**config.mk**
```make
export PLATFORM = sky130hd
export DESIGN_NAME = fmul_round_norm_flat
export DESIGN_NICKNAME = d
export VERILOG_FILES = /design/src/rtl/fmul_round_norm_if.sv /design/src/rtl/fmul_round_norm.sv /design/src/flat_wrapper.sv
export SDC_FILE = /design/constraint.sdc
export NUM_CORES = 1
export LEC_CHECK = 0
export ABC_AREA = 1
export BUFFER_PORTS_ARGS = -buffer_cell sky130_fd_sc_hd__buf_4
export CORE_MARGIN = 5
export CORE_UTILIZATION = 55
export DETAILED_ROUTE_END_ITERATION = 7
export GPL_TIMING_DRIVEN = 0
export HOLD_SLACK_MARGIN = 0.12
export PLACE_DENSITY = 0.7
export SYNTH_ARGS = -nofsm -noshare
export SYNTH_HDL_FRONTEND = slang
export SYNTH_SLANG_ARGS = --single-unit
```
**constraint.sdc**
```tcl
create_clock -name clk_i -period 11.6 [get_ports clk_i]
set_clock_uncertainty 0.05 [all_clocks]
set_input_delay 0 -clock clk_i [delete_from_list [all_inputs] [get_ports clk_i]]
set_output_delay 0 -clock clk_i [all_outputs]
set_load 0.03 [all_outputs]
```
**src/rtl/fmul_round_norm_if.sv**
```systemverilog
// Operand/result handshake bundle for the multiplier back-end (round and normalise) stage.
// The master drives the upstream operands and the downstream ready; the slave is the stage itself.
interface fmul_round_norm_if #(
    parameter int PROD_W = 48,
    parameter int EXP_W  = 10
);
    logic              valid_i;
    logic              ready_o;
    logic              sign_i;
    logic [EXP_W-1:0]  exp_i;
    logic [PROD_W-1:0] mant_i;
    logic [1:0]        special_i;
    logic              valid_o;
    logic              ready_i;
    logic [31:0]       result_o;
    logic [2:0]        flags_o;

    modport master (
        output valid_i, sign_i, exp_i, mant_i, special_i, ready_i,
        input  ready_o, valid_o, result_o, flags_o
    );

    modport slave (
        input  valid_i, sign_i, exp_i, mant_i, special_i, ready_i,
        output ready_o, valid_o, result_o, flags_o
    );
endinterface

```
**src/rtl/fmul_round_norm.sv**
```systemverilog
// binary32 multiplier back-end: normalise (S1), round-to-nearest-even and pack (S2).
// Define FMUL_FTZ_EN to flush tiny results to signed zero instead of gradual underflow.
module fmul_round_norm #(
    parameter int PROD_W = 48,
    parameter int EXP_W  = 10
) (
    input  logic             clk_i,
    input  logic             rst_i,
    fmul_round_norm_if.slave bus
);
    localparam int EW   = EXP_W + 2;
    localparam int SH_W = 6;
    localparam logic signed [EW-1:0] C_ONE = EW'(1);
    localparam logic signed [EW-1:0] C_CAP = EW'(26);

    logic                     w_ready;
    logic                     w_s1Load;
    logic                     w_s2Load;

    logic signed [EW-1:0]     w_expIn;
    logic [SH_W-1:0]          w_lz;
    logic signed [EW-1:0]     w_lzS;
    logic signed [EW-1:0]     w_lshAmt;
    logic signed [EW-1:0]     w_eNorm;
    logic [PROD_W-1:0]        w_mNorm;
    logic                     w_stickyHi;
    logic signed [EW-1:0]     w_rshFull;
    logic [4:0]               w_rsh;
    logic signed [EW-1:0]     w_eFinal;
    logic [PROD_W-1:0]        w_mFinal;
    logic                     w_stickyLo;
    logic [1:0]               w_special;
    logic                     w_unusedBits;

    logic                     r_s1Valid;
    logic                     r_s1Sign;
    logic [EXP_W-1:0]         r_s1Exp;
    logic [23:0]              r_s1Kept;
    logic                     r_s1Guard;
    logic                     r_s1Sticky;
    logic [1:0]               r_s1Special;

    logic                     w_roundUp;
    logic [24:0]              w_sum;
    logic [EXP_W:0]           w_expR;
    logic [23:0]              w_sig;
    logic [EXP_W:0]           w_field;
    logic                     w_inexact;
    logic                     w_tiny;
    logic                     w_ovf;
    logic [31:0]              w_result;
    logic [2:0]               w_flags;

    logic                     r_s2Valid;
    logic [31:0]              r_result;
    logic [2:0]               r_flags;

    assign w_ready     = !r_s1Valid || !r_s2Valid || bus.ready_i;
    assign w_s1Load    = bus.valid_i && w_ready;
    assign w_s2Load    = r_s1Valid && (!r_s2Valid || bus.ready_i);
    assign bus.ready_o  = w_ready;
    assign bus.valid_o  = r_s2Valid;
    assign bus.result_o = r_result;
    assign bus.flags_o  = r_flags;

    assign w_expIn = {{(EW-EXP_W){bus.exp_i[EXP_W-1]}}, bus.exp_i};
    assign w_lzS   = {{(EW-SH_W){1'b0}}, w_lz};

    // Leading zeros below the integer bit (bit 46); 47 when that whole field is clear.
    always_comb begin
        w_lz = SH_W'(47);
        for (int i = 0; i <= PROD_W - 2; i++) begin
            if (bus.mant_i[i]) w_lz = SH_W'(PROD_W - 2 - i);
        end
    end

    always_comb begin
        w_mNorm    = bus.mant_i;
        w_eNorm    = w_expIn;
        w_stickyHi = 1'b0;
        w_lshAmt   = '0;
        if (bus.mant_i[PROD_W-1]) begin
            w_mNorm    = bus.mant_i >> 1;
            w_stickyHi = bus.mant_i[0];
            w_eNorm    = w_expIn + C_ONE;
        end else if (!bus.mant_i[PROD_W-2] && (w_expIn > C_ONE)) begin
            w_lshAmt = (w_lzS < (w_expIn - C_ONE)) ? w_lzS : (w_expIn - C_ONE);
            w_mNorm  = bus.mant_i << w_lshAmt[SH_W-1:0];
            w_eNorm  = w_expIn - w_lshAmt;
        end
    end

    assign w_rshFull = C_ONE - w_eNorm;

    // Denormalise into the subnormal scale; a 26-bit shift already pushes every significant bit into sticky.
    always_comb begin
        w_mFinal   = w_mNorm;
        w_eFinal   = w_eNorm;
        w_stickyLo = 1'b0;
        w_rsh      = '0;
        if (w_eNorm < C_ONE) begin
            w_rsh      = (w_rshFull > C_CAP) ? 5'd26 : w_rshFull[4:0];
            w_mFinal   = w_mNorm >> w_rsh;
            w_stickyLo = |(w_mNorm & ((PROD_W'(1) << w_rsh) - PROD_W'(1)));
            w_eFinal   = '0;
        end
    end

    assign w_special    = ((bus.special_i == 2'b00) && (bus.mant_i == '0)) ? 2'b01 : bus.special_i;
    assign w_unusedBits = ^{w_mFinal[PROD_W-1], w_eFinal[EW-1:EXP_W], w_lshAmt[EW-1:SH_W], w_rshFull[EW-1:5]};

    always_ff @(posedge clk_i or posedge rst_i) begin
        if (rst_i) begin
            r_s1Valid   <= 1'b0;
            r_s1Sign    <= 1'b0;
            r_s1Exp     <= '0;
            r_s1Kept    <= '0;
            r_s1Guard   <= 1'b0;
            r_s1Sticky  <= 1'b0;
            r_s1Special <= 2'b00;
        end else begin
            if (w_s1Load) begin
                r_s1Valid   <= 1'b1;
                r_s1Sign    <= bus.sign_i;
                r_s1Exp     <= w_eFinal[EXP_W-1:0];
                r_s1Kept    <= w_mFinal[PROD_W-2:PROD_W-25];
                r_s1Guard   <= w_mFinal[PROD_W-26];
                r_s1Sticky  <= (|w_mFinal[PROD_W-27:0]) | w_stickyHi | w_stickyLo;
                r_s1Special <= w_special;
            end else if (w_s2Load) begin
                r_s1Valid   <= 1'b0;
            end
        end
    end

    assign w_roundUp = r_s1Guard && (r_s1Sticky || r_s1Kept[0]);
    assign w_sum     = {1'b0, r_s1Kept} + 25'(w_roundUp);
    assign w_expR    = {1'b0, r_s1Exp} + (EXP_W+1)'(w_sum[24]);
    assign w_sig     = w_sum[24] ? w_sum[24:1] : w_sum[23:0];

    // Without the hidden bit the value sits in the subnormal scale (field 0); gaining it from e=0 lands on field 1.
    assign w_field   = !w_sig[23] ? '0 :
                       (w_expR == '0) ? (EXP_W+1)'(1) : w_expR;
    assign w_inexact = r_s1Guard || r_s1Sticky;
    assign w_tiny    = (w_field == '0);
    assign w_ovf     = (w_field >= (EXP_W+1)'(255));

    always_comb begin
        w_result = 32'h0000_0000;
        w_flags  = 3'b000;
        case (r_s1Special)
            2'b11: w_result = 32'h7FC0_0000;
            2'b10: w_result = {r_s1Sign, 8'hFF, 23'd0};
            2'b01: w_result = {r_s1Sign, 31'd0};
            default: begin
                if (w_ovf) begin
                    w_result = {r_s1Sign, 8'hFF, 23'd0};
                    w_flags  = 3'b101;
                end else if (w_tiny) begin
`ifdef FMUL_FTZ_EN
                    w_result = {r_s1Sign, 31'd0};
                    w_flags  = 3'b011;
`else
                    w_result = {r_s1Sign, 8'h00, w_sig[22:0]};
                    w_flags  = {1'b0, w_inexact, w_inexact};
`endif
                end else begin
                    w_result = {r_s1Sign, w_field[7:0], w_sig[22:0]};
                    w_flags  = {2'b00, w_inexact};
                end
            end
        endcase
    end

    always_ff @(posedge clk_i or posedge rst_i) begin
        if (rst_i) begin
            r_s2Valid <= 1'b0;
            r_result  <= '0;
            r_flags   <= '0;
        end else begin
            if (w_s2Load) begin
                r_s2Valid <= 1'b1;
                r_result  <= w_result;
                r_flags   <= w_flags;
            end else if (bus.ready_i) begin
                r_s2Valid <= 1'b0;
            end
        end
    end
endmodule

```
**src/flat_wrapper.sv**
```systemverilog
// flat-port wrapper written by rule: the top's interface ports become plain ports
module fmul_round_norm_flat 
#(
    parameter int PROD_W = 48,
    parameter int EXP_W  = 10
)
  (clk_i, rst_i, bus_valid_i, bus_sign_i, bus_exp_i, bus_mant_i, bus_special_i, bus_ready_i, bus_ready_o, bus_valid_o, bus_result_o, bus_flags_o);
  fmul_round_norm_if #(.PROD_W(PROD_W), .EXP_W(EXP_W)) bus_i ();
  input  logic clk_i;
  input  logic rst_i;
  input wire logic [$bits(bus_i.valid_i)-1:0] bus_valid_i;
  input wire logic [$bits(bus_i.sign_i)-1:0] bus_sign_i;
  input wire logic [$bits(bus_i.exp_i)-1:0] bus_exp_i;
  input wire logic [$bits(bus_i.mant_i)-1:0] bus_mant_i;
  input wire logic [$bits(bus_i.special_i)-1:0] bus_special_i;
  input wire logic [$bits(bus_i.ready_i)-1:0] bus_ready_i;
  output wire logic [$bits(bus_i.ready_o)-1:0] bus_ready_o;
  output wire logic [$bits(bus_i.valid_o)-1:0] bus_valid_o;
  output wire logic [$bits(bus_i.result_o)-1:0] bus_result_o;
  output wire logic [$bits(bus_i.flags_o)-1:0] bus_flags_o;
  assign bus_i.valid_i = bus_valid_i;
  assign bus_i.sign_i = bus_sign_i;
  assign bus_i.exp_i = bus_exp_i;
  assign bus_i.mant_i = bus_mant_i;
  assign bus_i.special_i = bus_special_i;
  assign bus_i.ready_i = bus_ready_i;
  assign bus_ready_o = bus_i.ready_o;
  assign bus_valid_o = bus_i.valid_o;
  assign bus_result_o = bus_i.result_o;
  assign bus_flags_o = bus_i.flags_o;
  fmul_round_norm #(.PROD_W(PROD_W), .EXP_W(EXP_W)) u_core (.clk_i(clk_i), .rst_i(rst_i), .bus(bus_i));
endmodule
```
## Word level (Yosys, flattened, before mapping)

Cells that the tools add are included.

| word-level totals | value |
|---|---|
| register bits | 76 |
| bits of input ports | 65 |
| output and inout port bits | 37 |
| word-level logic and storage cells | 124 |

| operators by class | value |
|---|---|
| add/subtract/negate cells | 7 |
| magnitude comparators | 5 |
| equality and inequality tests | 3 |
| shifts and indexed selects | 3 |
| mux-type cells | 71 |
| bitwise logic cells | 3 |
| reductions and logical operators | 22 |

Operators with widths:

| kind | count |
|---|---|
| 2-to-1 mux 6 bit | 46 |
| 2-to-1 mux 48 bit | 2 |
| case mux 32 bit (3 select lines) | 1 |
| 2-to-1 mux 31 bit | 2 |
| AND 48 bit | 1 |
| logical NOT 48 bit | 1 |
| OR reduction 48 bit | 1 |
| << shifter 1 x 5 -> 48 bit, first input constant | 1 |
| << shifter 48 x 6 -> 48 bit | 1 |
| >> shifter 48 x 5 -> 47 bit | 1 |
| subtractor 48 x 1 -> 48 bit, second input constant | 1 |
| 2-to-1 mux 47 bit | 1 |
| 2-to-1 mux 12 bit | 3 |
| adder 24 x 1 -> 25 bit | 1 |
| 2-to-1 mux 24 bit | 1 |
| logical NOT 11 bit | 2 |
| 2-to-1 mux 11 bit | 2 |
| OR reduction 22 bit | 1 |
| greater-than comparator 12 x 6 -> 1 bit, second input constant | 1 |
| < comparator 12 x 2 -> 1 bit, second input constant | 1 |
| < comparator 7 x 12 -> 1 bit | 1 |
| subtractor 10 x 12 -> 12 bit | 1 |
| subtractor 2 x 12 -> 12 bit, first input constant | 1 |
| adder 10 x 1 -> 11 bit | 1 |
| 18 further kinds | 39 |

## Longest topological paths before layout

Gate-level depths: netlist (run 1).

| logic depth | value |
|---|---|
| depth after elaboration | 61 |
| gate-level depth with buffers | 110 |
| mapped depth without buffers | 108 |

## Worst setup path before layout (run 1)

No wires, ideal clock.

| timing | value |
|---|---|
| path kind | input port to flip-flop |
| start | input bus_mant_i[0] |
| end | register u_core.r_s1Sticky |
| library setup time | 0.124 ns |
| data arrival time | 8.719 ns |
| required time | 11.426 ns |
| setup slack | 2.707 ns |
| stages | 108 |
| buffers on the path | 3 |
| cells stage by stage | buf_2 -> nand2_1 -> nand2_1 -> nand2_1 -> nand2_1 -> nand2_1 -> nand2_1 -> nand2_1 -> nand2_1 -> nand2_1 -> nand2_1 -> nand2_1 -> nand2_1 -> nand2_1 -> nand2_1 -> nand2_1 -> nand2_1 -> nand2_1 -> (+72 left out) -> nand2_4 -> nor2_4 -> nand4_4 -> nor3_4 -> nand2_1 -> nor2_2 -> nand2_1 -> nor2_1 -> xnor2_1 -> nor2_1 -> nor2_1 -> nand2_1 -> nor2_1 -> nand3_1 -> a21oi_1 -> nand3_1 -> o21bai_1 -> a21oi_1 |

| on the way | value |
|---|---|
| longest elaborated chain between the ends | 61 |
| elaborated cells between the ends (all ways) | 70 |
| classes of those cells | add/sub (3); order compare (3); shift (3); mux (56); bitwise (3); reduce/logical (2) |

Ends and longest elaborated chain:

| item | RTL line | text |
|---|---|---|
| start, declared | flat_wrapper.sv:14 | `input wire logic [$bits(bus_i.mant_i)-1:0] bus_mant_i;` |
| 2-to-1 mux 1 bit | fmul_round_norm.sv:73 | `if (bus.mant_i[i]) w_lz = SH_W'(PROD_W - 2 - i);` |
| 2-to-1 mux 6 bit (46 in series) | fmul_round_norm.sv:73 |  |
| < comparator 7 x 12 -> 1 bit | fmul_round_norm.sv:87 | `w_lshAmt = (w_lzS < (w_expIn - C_ONE)) ? w_lzS : (w_expIn - C_ONE);` |
| 2-to-1 mux 12 bit | fmul_round_norm.sv:87 |  |
| subtractor 10 x 12 -> 12 bit | fmul_round_norm.sv:89 | `w_eNorm = w_expIn - w_lshAmt;` |
| 2-to-1 mux 12 bit | fmul_round_norm.sv:86 | `end else if (!bus.mant_i[PROD_W-2] && (w_expIn > C_ONE)) begin` |
| 2-to-1 mux 12 bit | fmul_round_norm.sv:82 | `if (bus.mant_i[PROD_W-1]) begin` |
| subtractor 2 x 12 -> 12 bit | fmul_round_norm.sv:93 | `assign w_rshFull = C_ONE - w_eNorm;` |
| greater-than comparator 12 x 6 -> 1 bit | fmul_round_norm.sv:102 | `w_rsh = (w_rshFull > C_CAP) ? 5'd26 : w_rshFull[4:0];` |
| 2-to-1 mux 5 bit | fmul_round_norm.sv:102 |  |
| << shifter 1 x 5 -> 48 bit | fmul_round_norm.sv:104 | `w_stickyLo = \|(w_mNorm & ((PROD_W'(1) << w_rsh) - PROD_W'(1)));` |
| subtractor 48 x 1 -> 48 bit | fmul_round_norm.sv:104 |  |
| AND 48 bit | fmul_round_norm.sv:104 |  |
| OR reduction 48 bit | fmul_round_norm.sv:104 |  |
| 2-to-1 mux 1 bit | fmul_round_norm.sv:101 | `if (w_eNorm < C_ONE) begin` |
| OR 1 bit (*) | fmul_round_norm.sv:128 | `r_s1Sticky <= (\|w_mFinal[PROD_W-27:0]) \| w_stickyHi \| w_stickyLo;` |
| end signal, assigned | fmul_round_norm.sv:128 |  |
| end, declared | fmul_round_norm.sv:40 | `logic r_s1Sticky;` |

Mark *: on every way between the ends. The rest lies on a longest branch, timed or not.
A chain may end at the register's enable or synchronous reset.

## Worst setup path in the final report (run 1)

| timing | value |
|---|---|
| start | input bus_mant_i[2] |
| end | register u_core.r_s1Sticky |

| on the way | value |
|---|---|
| longest elaborated chain between the ends | 59 |
| elaborated cells between the ends (all ways) | 67 |
| classes of those cells | add/sub (3); order compare (3); shift (3); mux (53); bitwise (3); reduce/logical (2) |

Ends and longest elaborated chain:

| item | RTL line |
|---|---|
| 2-to-1 mux 6 bit (45 in series) | fmul_round_norm.sv:73 |
| < comparator 7 x 12 -> 1 bit | fmul_round_norm.sv:87 |
| 2-to-1 mux 12 bit | fmul_round_norm.sv:87 |
| subtractor 10 x 12 -> 12 bit | fmul_round_norm.sv:89 |
| 2-to-1 mux 12 bit | fmul_round_norm.sv:86 |
| 2-to-1 mux 12 bit | fmul_round_norm.sv:82 |
| subtractor 2 x 12 -> 12 bit | fmul_round_norm.sv:93 |
| greater-than comparator 12 x 6 -> 1 bit | fmul_round_norm.sv:102 |
| 2-to-1 mux 5 bit | fmul_round_norm.sv:102 |
| << shifter 1 x 5 -> 48 bit | fmul_round_norm.sv:104 |
| subtractor 48 x 1 -> 48 bit | fmul_round_norm.sv:104 |
| AND 48 bit | fmul_round_norm.sv:104 |
| OR reduction 48 bit | fmul_round_norm.sv:104 |
| 2-to-1 mux 1 bit | fmul_round_norm.sv:101 |
| OR 1 bit (*) | fmul_round_norm.sv:128 |

Marked as above.

==> results.sh, run 1 <==
export IMPL_status="finished with violations"
export IMPL_violated_checks="design-rule violations"
export IMPL_synth_simple_gate_area_share=0.5720
export IMPL_areaGrowthSynthToFinish_pct=13.06
export IMPL_grt_overflow_total=0
export IMPL_final_period_minus_worst_setup_slack_ps=10810
export IMPL_worst_endpoint_required_ps=11770
export IMPL_yosysUniqueCellTypes=68
export IMPL_maxClockFrequency_mhz=92.49
export IMPL_routedWlPerCell_um=22.70
export IMPL_antenna_found_initial=0
export IMPL_seqCellArea_sq_um=1902
export IMPL_via_per_inst=6.708
export IMPL_setup_ws_ps=788.1
export IMPL_core_region_area_sq_um=24960
export IMPL_hold_path_startpoint="bus_mant_i[43]"
export IMPL_regToRegSetupSlack_ps=5820
export IMPL_max_vdd_ir_drop_v=0.0001194
export IMPL_synth_async_reset_ratio=1.000
export IMPL_maxSlewHeadroom=0.1019
export IMPL_fill_cells=2485
export IMPL_cp_end_kind="register"
export IMPL_area_used_by_multi_input_combinational_logic_sq_um=10670
export IMPL_min_delay_worst_type="in -> reg"
export IMPL_count_of_nets_left_with_antenna_violations_after_detail_routing=0
export IMPL_postSynthCellCount=2595
export IMPL_cp_arrival_ps=10980
export IMPL_drt_iter0_markers=3547
export IMPL_whs_ps=187.0
export IMPL_synth_compound_area_share=0.1340
export IMPL_rows=58
export IMPL_clockBufferDepth=2
export IMPL_routed_wl_um=69300
export IMPL_yosysWarningCount=0
export IMPL_dp_worst_setup_slack_ps=-287.2
export IMPL_number_of_vias_in_the_routed_layout=20480
export IMPL_initial_core_util=0.5526
export IMPL_dp_hpwl_um=54090
export IMPL_synth_edff_count=0
export IMPL_report_final_hold_viol_count=0
export IMPL_die_width_um=168.4
export IMPL_drc=3
export IMPL_power_leakage_nw=7.707
export IMPL_reg2reg_from="u_core.r_s1Sticky"
export IMPL_report_final_setup_viol=0
export IMPL_placed_area_sq_um=14950
export IMPL_detail_route_first_pass_iterations=8
export IMPL_synth_sequential_area_ratio=0.1379
export IMPL_final_instance_area_sq_um=15600
export IMPL_most_common_flop_cell_mapped_by_yosys="sky130_fd_sc_hd__dfrtp_1"
export IMPL_synth_adder_area_share=0.02322
export IMPL_insertedDiodeCount=0
export IMPL_ys_ff_latch=76
export IMPL_design_portCount=102
export IMPL_maximum_number_of_pins_on_one_net_before_global_route_repair=77
export IMPL_clock_tree_root_cell="sky130_fd_sc_hd__clkbuf_16"
export IMPL_post_route_cells_drive_above_1_share=0.08851
export IMPL_postSynthAreaPerCell_sq_um=5.316
export IMPL_groute_usage_overall=0.4623
export IMPL_clkSlewWorstSetupHoldPaths_ps=60
export IMPL_finalMaxSlewViolations=0
export IMPL_wire_length_of_the_first_global_routing_pass_um=104000
export IMPL_critical_path_max_stage_delay_ps=420
export IMPL_die_area_sq_um=28350
export IMPL_io_buffer_count=98
export IMPL_fin_total_pwr_mw=1.695
export IMPL_synthMuxAreaShare=0.0007256
export IMPL_place_gp_congestion=1.159
export IMPL_synth_xor_area_share=0.03111
export IMPL_finalCritPeriodShare=0.9321
export IMPL_via_count_of_the_first_global_routing_pass=18780
export IMPL_timing_worst_slew_pin_value_ps=1335
export IMPL_post_route_util=0.6248
export IMPL_tritoncts_num_buffers=9
export IMPL_cts_sinks=76
export IMPL_cts_htree_levels=3
export IMPL_fp_dieH_um=168.4
export IMPL_power_per_cell_area_nw_per_um2=108.7
export IMPL_critPathSlowestCell="sky130_fd_sc_hd__ha_1"
export IMPL_nNetsFinal=2808
export IMPL_critPathKind="in -> reg"
export IMPL_worstSkewPairLatency_ps=340
export IMPL_worst_setup_path_start_kind="input pin"
export IMPL_max_cap_violations=0
export IMPL_synth_top_family_by_area="simple AND/OR/NAND/NOR gates"
export IMPL_worstPathMaxFanout=10
export IMPL_syn_nets=2685
export IMPL_synth_cell_area_sq_um=13800
export IMPL_tritoncts_clock_tree="yes"
export IMPL_timing_critical_path_from="bus_mant_i[2]"
export IMPL_path_common_cell="sky130_fd_sc_hd__nand2_1"
==> cell usage in the layout, fill, tap and decap left out, types with 18 or more instances in the layout <==
cell	n
sky130_fd_sc_hd__inv_1	179
sky130_fd_sc_hd__o31ai_1	18
sky130_fd_sc_hd__nand2_1	765
sky130_fd_sc_hd__buf_4	109
sky130_fd_sc_hd__nand4_1	46
sky130_fd_sc_hd__dfrtp_1	76
sky130_fd_sc_hd__buf_1	39
sky130_fd_sc_hd__o21ai_0	81
sky130_fd_sc_hd__ha_1	23
sky130_fd_sc_hd__a21oi_1	120
sky130_fd_sc_hd__nand3_1	671
sky130_fd_sc_hd__xor2_1	43
sky130_fd_sc_hd__clkbuf_1	86
sky130_fd_sc_hd__nor2_1	212
sky130_fd_sc_hd__nor3_1	26
sky130_fd_sc_hd__inv_2	22
==> cells in the mapped netlist (3+ instances only) <==
cell	count	share of area
sky130_fd_sc_hd__a21oi_1	120	0.044
sky130_fd_sc_hd__nor4_2	3	0.0027
sky130_fd_sc_hd__nor4_1	11	0.0050
sky130_fd_sc_hd__o22ai_1	9	0.0041
sky130_fd_sc_hd__o31ai_1	18	0.0098
sky130_fd_sc_hd__nand3_1	672	0.24
sky130_fd_sc_hd__a22oi_1	8	0.0044
sky130_fd_sc_hd__inv_2	22	0.0060
sky130_fd_sc_hd__a21oi_2	4	0.0025
sky130_fd_sc_hd__o21ai_0	83	0.030
sky130_fd_sc_hd__a21boi_0	7	0.0038
sky130_fd_sc_hd__buf_1	41	0.011
sky130_fd_sc_hd__nor3_1	26	0.0094
sky130_fd_sc_hd__o2111ai_1	3	0.0019
sky130_fd_sc_hd__a31oi_1	7	0.0032
sky130_fd_sc_hd__buf_2	15	0.0054
sky130_fd_sc_hd__nor2_1	214	0.058
sky130_fd_sc_hd__nand2_1	767	0.21
sky130_fd_sc_hd__nand4_1	46	0.021
sky130_fd_sc_hd__nor2_2	7	0.0032
sky130_fd_sc_hd__inv_1	183	0.050
sky130_fd_sc_hd__nand2_2	8	0.0036
sky130_fd_sc_hd__xnor2_1	4	0.0025
sky130_fd_sc_hd__o21a_1	3	0.0016
sky130_fd_sc_hd__clkbuf_1	93	0.025
sky130_fd_sc_hd__nand3b_1	3	0.0016
sky130_fd_sc_hd__xor2_1	45	0.029
sky130_fd_sc_hd__nand2_4	3	0.0024
sky130_fd_sc_hd__dfrtp_1	76	0.14
sky130_fd_sc_hd__o211ai_1	6	0.0033
sky130_fd_sc_hd__o21ai_1	12	0.0044
sky130_fd_sc_hd__a211oi_1	3	0.0016
sky130_fd_sc_hd__ha_1	24	0.022
sky130_fd_sc_hd__nor2_4	4	0.0033
sky130_fd_sc_hd__o21ai_2	4	0.0025
==> final timing paths <==
path                       depth (start not counted)                       to
setup / recovery                                 100        u_core.r_s1Sticky
max in group asynchronous                          3      u_core.r_s1Kept[18]
hold / removal                                     5      u_core.r_s1Kept[20]
setup reg to reg                                  27   u_core.bus.result_o[4]
min in group asynchronous                          3  u_core.bus.result_o[30]
hold reg to reg                                    2          u_core.r_s1Sign
==> flip-flops by register name, indices dropped and copies added, names as in the netlist <==
signal               cells
u_core.r_s1Exp          10
u_core.r_s1Guard         1
u_core.bus.valid_o       1
u_core.bus.result_o     32
u_core.r_s1Valid         1
u_core.bus.flags_o       3
u_core.r_s1Kept         24
u_core.r_s1Sign          1
u_core.r_s1Sticky        1
u_core.r_s1Special       2
==> per-layer routing <==
metal | track usage | routed length [um] | vias up
met4 | 0.2805 | 5781 | 0
met5 | 0 | 0 | -
met1 | 0.5803 | 24390 | 9177
li1 | - | - | 8991
met2 | 0.7034 | 28610 | 1838
met3 | 0.1308 | 10510 | 475
==> cell families (layout without fill, tap and decap cells) <==
logic type,after synthesis,count (layout)
adders and majority gates,25,25
xor gates and xnor gates,49,49
muxes,1,1
DFF,76,76
and+or+nand+nor,1775,1775
AOI/OAI and AO/OA,309,309
buffers and inverters,360,488
==> critical path, delay by kind of cell <==
kind,cells,cell delay (ps)
AOI/OAI and AO/OA,13,2290
xor gates and xnor gates,2,360
adders and majority gates,3,900
buffers and inverters,11,1650
and+or+nand+nor,71,5760
==> where the power goes <==
group          internal, mW  switching, mW  leakage [nW]
Combinational         0.313          0.752          6.61
Clock                 0.178          0.110         0.149
Sequential            0.308         0.0359         0.949
Total                 0.798          0.898          7.71
==> stage by stage <==
stage	setup TNS, ps	cells
after floorplan	0	2595
after global placement	-157.7	3023
after detailed placement	-287.2	3023
after CTS	0	3047
after global routing	-154.2	3053
final	0	3053
==> layout make-up <==
type / instances / area share
multi-input cells: 2159 / 0.6838
flip-flops and latches: 76 / 0.1219
repair buffers: 115 / 0.05663
inverters: 208 / 0.05126
plain buffers: 149 / 0.04043
well taps: 330 / 0.02647
clock buffers: 12 / 0.01644
clock inverters: 4 / 0.003048
==> timing repair <==
action | 4_1_cts | 5_1_grt
endpoints found under the setup margin | 1 | 25
resized for setup | 1 | 66
setup buffers | 0 | 9
pin swaps | 0 | 3
hold buffers | 8 | 0
hold endpoints to repair | 81 | 0
No activity file was read; power rests on OpenSTA's default activity.
==> inputs of run 2 (changes only) <==
--- a/config.mk
+++ b/config.mk
@@ -8,11 +8,12 @@
 export ABC_AREA = 1
 export BUFFER_PORTS_ARGS = -buffer_cell sky130_fd_sc_hd__buf_4
 export CORE_MARGIN = 5
-export CORE_UTILIZATION = 55
+export CORE_UTILIZATION = 40
+export CTS_CLUSTER_DIAMETER = 200
 export DETAILED_ROUTE_END_ITERATION = 7
 export GPL_TIMING_DRIVEN = 0
 export HOLD_SLACK_MARGIN = 0.12
-export PLACE_DENSITY = 0.7
+export PLACE_DENSITY = 0.53
 export SYNTH_ARGS = -nofsm -noshare
 export SYNTH_HDL_FRONTEND = slang
 export SYNTH_SLANG_ARGS = --single-unit
==> results.sh, run 2 (synthesized netlist as in run 1, its figures left out) <==
export IMPL_status="finished with violations"
export IMPL_violated_checks="design-rule violations"
export IMPL_via_count_of_the_first_global_routing_pass=18300
export IMPL_place_gp_congestion=1.116
export IMPL_clock_tree_root_cell="sky130_fd_sc_hd__clkbuf_16"
export IMPL_fin_total_pwr_mw=1.701
export IMPL_tritoncts_clock_tree="yes"
export IMPL_die_area_sq_um=38300
export IMPL_detail_route_first_pass_iterations=8
export IMPL_global_route_peak_usage_layer="met2"
export IMPL_dp_hpwl_um=62060
export IMPL_maxSlewHeadroom=0.3002
export IMPL_worst_r2r_path_depth=27
export IMPL_power_leakage_nw=7.699
export IMPL_most_common_library_cell_in_the_layout_ignoring_fill_and_taps="sky130_fd_sc_hd__nand2_1"
export IMPL_cts_sinks=76
export IMPL_initial_core_util=0.4024
export IMPL_rows=68
export IMPL_sw_frac_of_total=0.5345
export IMPL_drc=5
export IMPL_nNetsFinal=2809
export IMPL_wire_length_of_the_first_global_routing_pass_um=112500
export IMPL_max_vdd_ir_drop_v=0.0001098
export IMPL_globalRouteMet1Util=0.5157
export IMPL_timing_critical_path_max_delay_family="simple AND/OR/NAND/NOR gates"
export IMPL_internal_power_uw=791.9
export IMPL_report_final_setup_viol=0
export IMPL_number_of_vias_in_the_routed_layout=19490
export IMPL_critPathKind="in -> reg"
export IMPL_drt_iter0_markers=2819
export IMPL_maxClockFrequency_mhz=93.93
export IMPL_cp_arrival_ps=10820
export IMPL_final_period_minus_worst_setup_slack_ps=10650
export IMPL_cts_htree_levels=3
export IMPL_io_buffer_count=98
export IMPL_path_common_cell="sky130_fd_sc_hd__nand2_1"
export IMPL_global_route_usage_met3=0.07797
export IMPL_critPathSlowestCell="sky130_fd_sc_hd__ha_2"
export IMPL_timing_worst_slew_pin_value_ps=1040
export IMPL_groute_usage_overall=0.3804
export IMPL_max_cap_violations=0
export IMPL_setup_total_negative_slack_ps=0
export IMPL_cp_end_kind="register"
export IMPL_routed_wl_um=75990
export IMPL_finalMaxSlewViolations=0
export IMPL_areaGrowthSynthToFinish_pct=13.79
export IMPL_dpl_cell_count=3148
export IMPL_core_region_area_sq_um=34290
export IMPL_fp_dieH_um=195.7
export IMPL_seq_power_share=0.200
export IMPL_finalCritPeriodShare=0.9178
export IMPL_design_portCount=102
export IMPL_antenna_found_initial=0
export IMPL_power_per_cell_area_nw_per_um2=108.4
export IMPL_maximum_number_of_pins_on_one_net_before_global_route_repair=77
export IMPL_report_final_hold_viol_count=0
export IMPL_largest_register_ffs=32
export IMPL_clock_group_share_of_total_power=0.170
export IMPL_comb_power_share=0.630
export IMPL_tritoncts_num_buffers=9
export IMPL_post_route_util=0.4578
export IMPL_via_per_inst=6.129
export IMPL_critical_path_depth=101
export IMPL_clockBufferDepth=2
export IMPL_fin_cells=3179
export IMPL_crit_buf_inv=10
export IMPL_routedWlPerCell_um=23.90
export IMPL_insertedDiodeCount=0
export IMPL_mostFrequentLayoutCells="765 x sky130_fd_sc_hd__nand2_1, 672 x sky130_fd_sc_hd__nand3_1, 211 x sky130_fd_sc_hd__nor2_1"
export IMPL_switchingPower_uw=909.3
export IMPL_min_delay_worst_type="in -> reg"
export IMPL_worst_setup_path_start_kind="input pin"
export IMPL_worstHoldPathCells=5
export IMPL_post_route_cells_drive_above_1_share=0.08664
export IMPL_worstSkewPairLatency_ps=340
export IMPL_die_width_um=195.7
export IMPL_rsz0062_at_grt="no"
export IMPL_grt_overflow_total=0
export IMPL_worst_endpoint_required_ps=11770
export IMPL_clkSlewWorstSetupHoldPaths_ps=70
export IMPL_count_of_nets_left_with_antenna_violations_after_detail_routing=0
export IMPL_met2_usage=0.5855
export IMPL_critical_path_max_stage_delay_ps=540
export IMPL_worstPathMaxFanout=10
[run 2: cell count changes in the layout (fill, tap and decap cells not counted), sizes merged]
cell      change
buf           -1
clkinv        +1
clkinvlp      -2
inv           +3
[run 2: stage by stage]
| step | area [sq um] | hold slack (ps) | worst slack [ps] |
|---|---|---|---|
| global route | 15700 | 258.1 | 41.79 |
| detailed placement | 15100 | 164.8 | -508.1 |
| finish | 15700 | 202.3 | 953.7 |
| CTS | 15500 | 205.0 | 94.50 |
| global placement | 15100 | 152.0 | -443.3 |
| floorplan | 13800 | 61.60 | 2707 |
[run 2: what timing repair did]
action,4_1_cts,5_1_grt
gates resized for setup,2,51
hold buffers,8,0
endpoints found under the hold margin,81,0
setup buffers,0,10
pin swaps,0,3
setup endpoints to repair,1,15
[run 2: area by class of cell]
class,instances,area (sq um)
buffer,149,633.1
clock buffer,10,239.0
clock inverter,6,70.07
fill,3872,18590
inverter,208,793.3
multi-input combinational,2159,10590
sequential,76,1902
tap,455,569.3
timing repair buffer,116,903.4
[run 2: worst reg2reg max path, cell delays in order, from the launching register on]
cell and delay (ps):
sky130_fd_sc_hd__dfrtp_1 400, sky130_fd_sc_hd__o21a_1 140, sky130_fd_sc_hd__ha_1 150, sky130_fd_sc_hd__ha_1 180
sky130_fd_sc_hd__nand3_1 110, sky130_fd_sc_hd__nor3_1 290, sky130_fd_sc_hd__inv_1 110, sky130_fd_sc_hd__nor3_1 380
sky130_fd_sc_hd__inv_1 150, sky130_fd_sc_hd__nor2_1 200, sky130_fd_sc_hd__nand3_1 160, sky130_fd_sc_hd__nor2_1 220
sky130_fd_sc_hd__clkbuf_1 430, sky130_fd_sc_hd__ha_1 270, sky130_fd_sc_hd__ha_1 180, sky130_fd_sc_hd__nand3_1 110
sky130_fd_sc_hd__nor2_1 100, sky130_fd_sc_hd__inv_1 70, sky130_fd_sc_hd__nor2_1 160, sky130_fd_sc_hd__nand3_1 110
sky130_fd_sc_hd__xor2_1 150, sky130_fd_sc_hd__o311ai_0 180, sky130_fd_sc_hd__nand2_1 160, sky130_fd_sc_hd__nand2_1 200
sky130_fd_sc_hd__inv_1 110, sky130_fd_sc_hd__nand3_1 250, sky130_fd_sc_hd__clkbuf_1 350, sky130_fd_sc_hd__o21ai_0 140
[run 2: worst paths after layout]
check                                   from                      end  slack (ps)
max in group asynchronous              rst_i      u_core.r_s1Kept[17]       10510
min in group asynchronous              rst_i  u_core.bus.result_o[30]         360
max                            bus_mant_i[0]        u_core.r_s1Sticky         950
min                           bus_mant_i[41]      u_core.r_s1Kept[17]         200
min reg2reg                  u_core.r_s1Sign          u_core.r_s1Sign         430
max reg2reg                u_core.r_s1Sticky   u_core.bus.result_o[1]        5930
[run 2: per-layer routing]
| layer | share of wire | routed length [um] |
|---|---|---|
| met4 | 0.057 | 4342 |
| met1 | 0.41 | 31180 |
| met3 | 0.11 | 8455 |
| met5 | 0 | 0 |
| met2 | 0.42 | 32010 |
[run 2: power groups by stage]
stage	combinational [mW]	clock (mW)	sequential, mW
global placement	1.01	0	0.343
floorplan	0.625	0	0.378
CTS	1.02	0.288	0.340
global route	1.15	0.299	0.347
detailed placement	1.01	0	0.345
finish	1.07	0.288	0.341
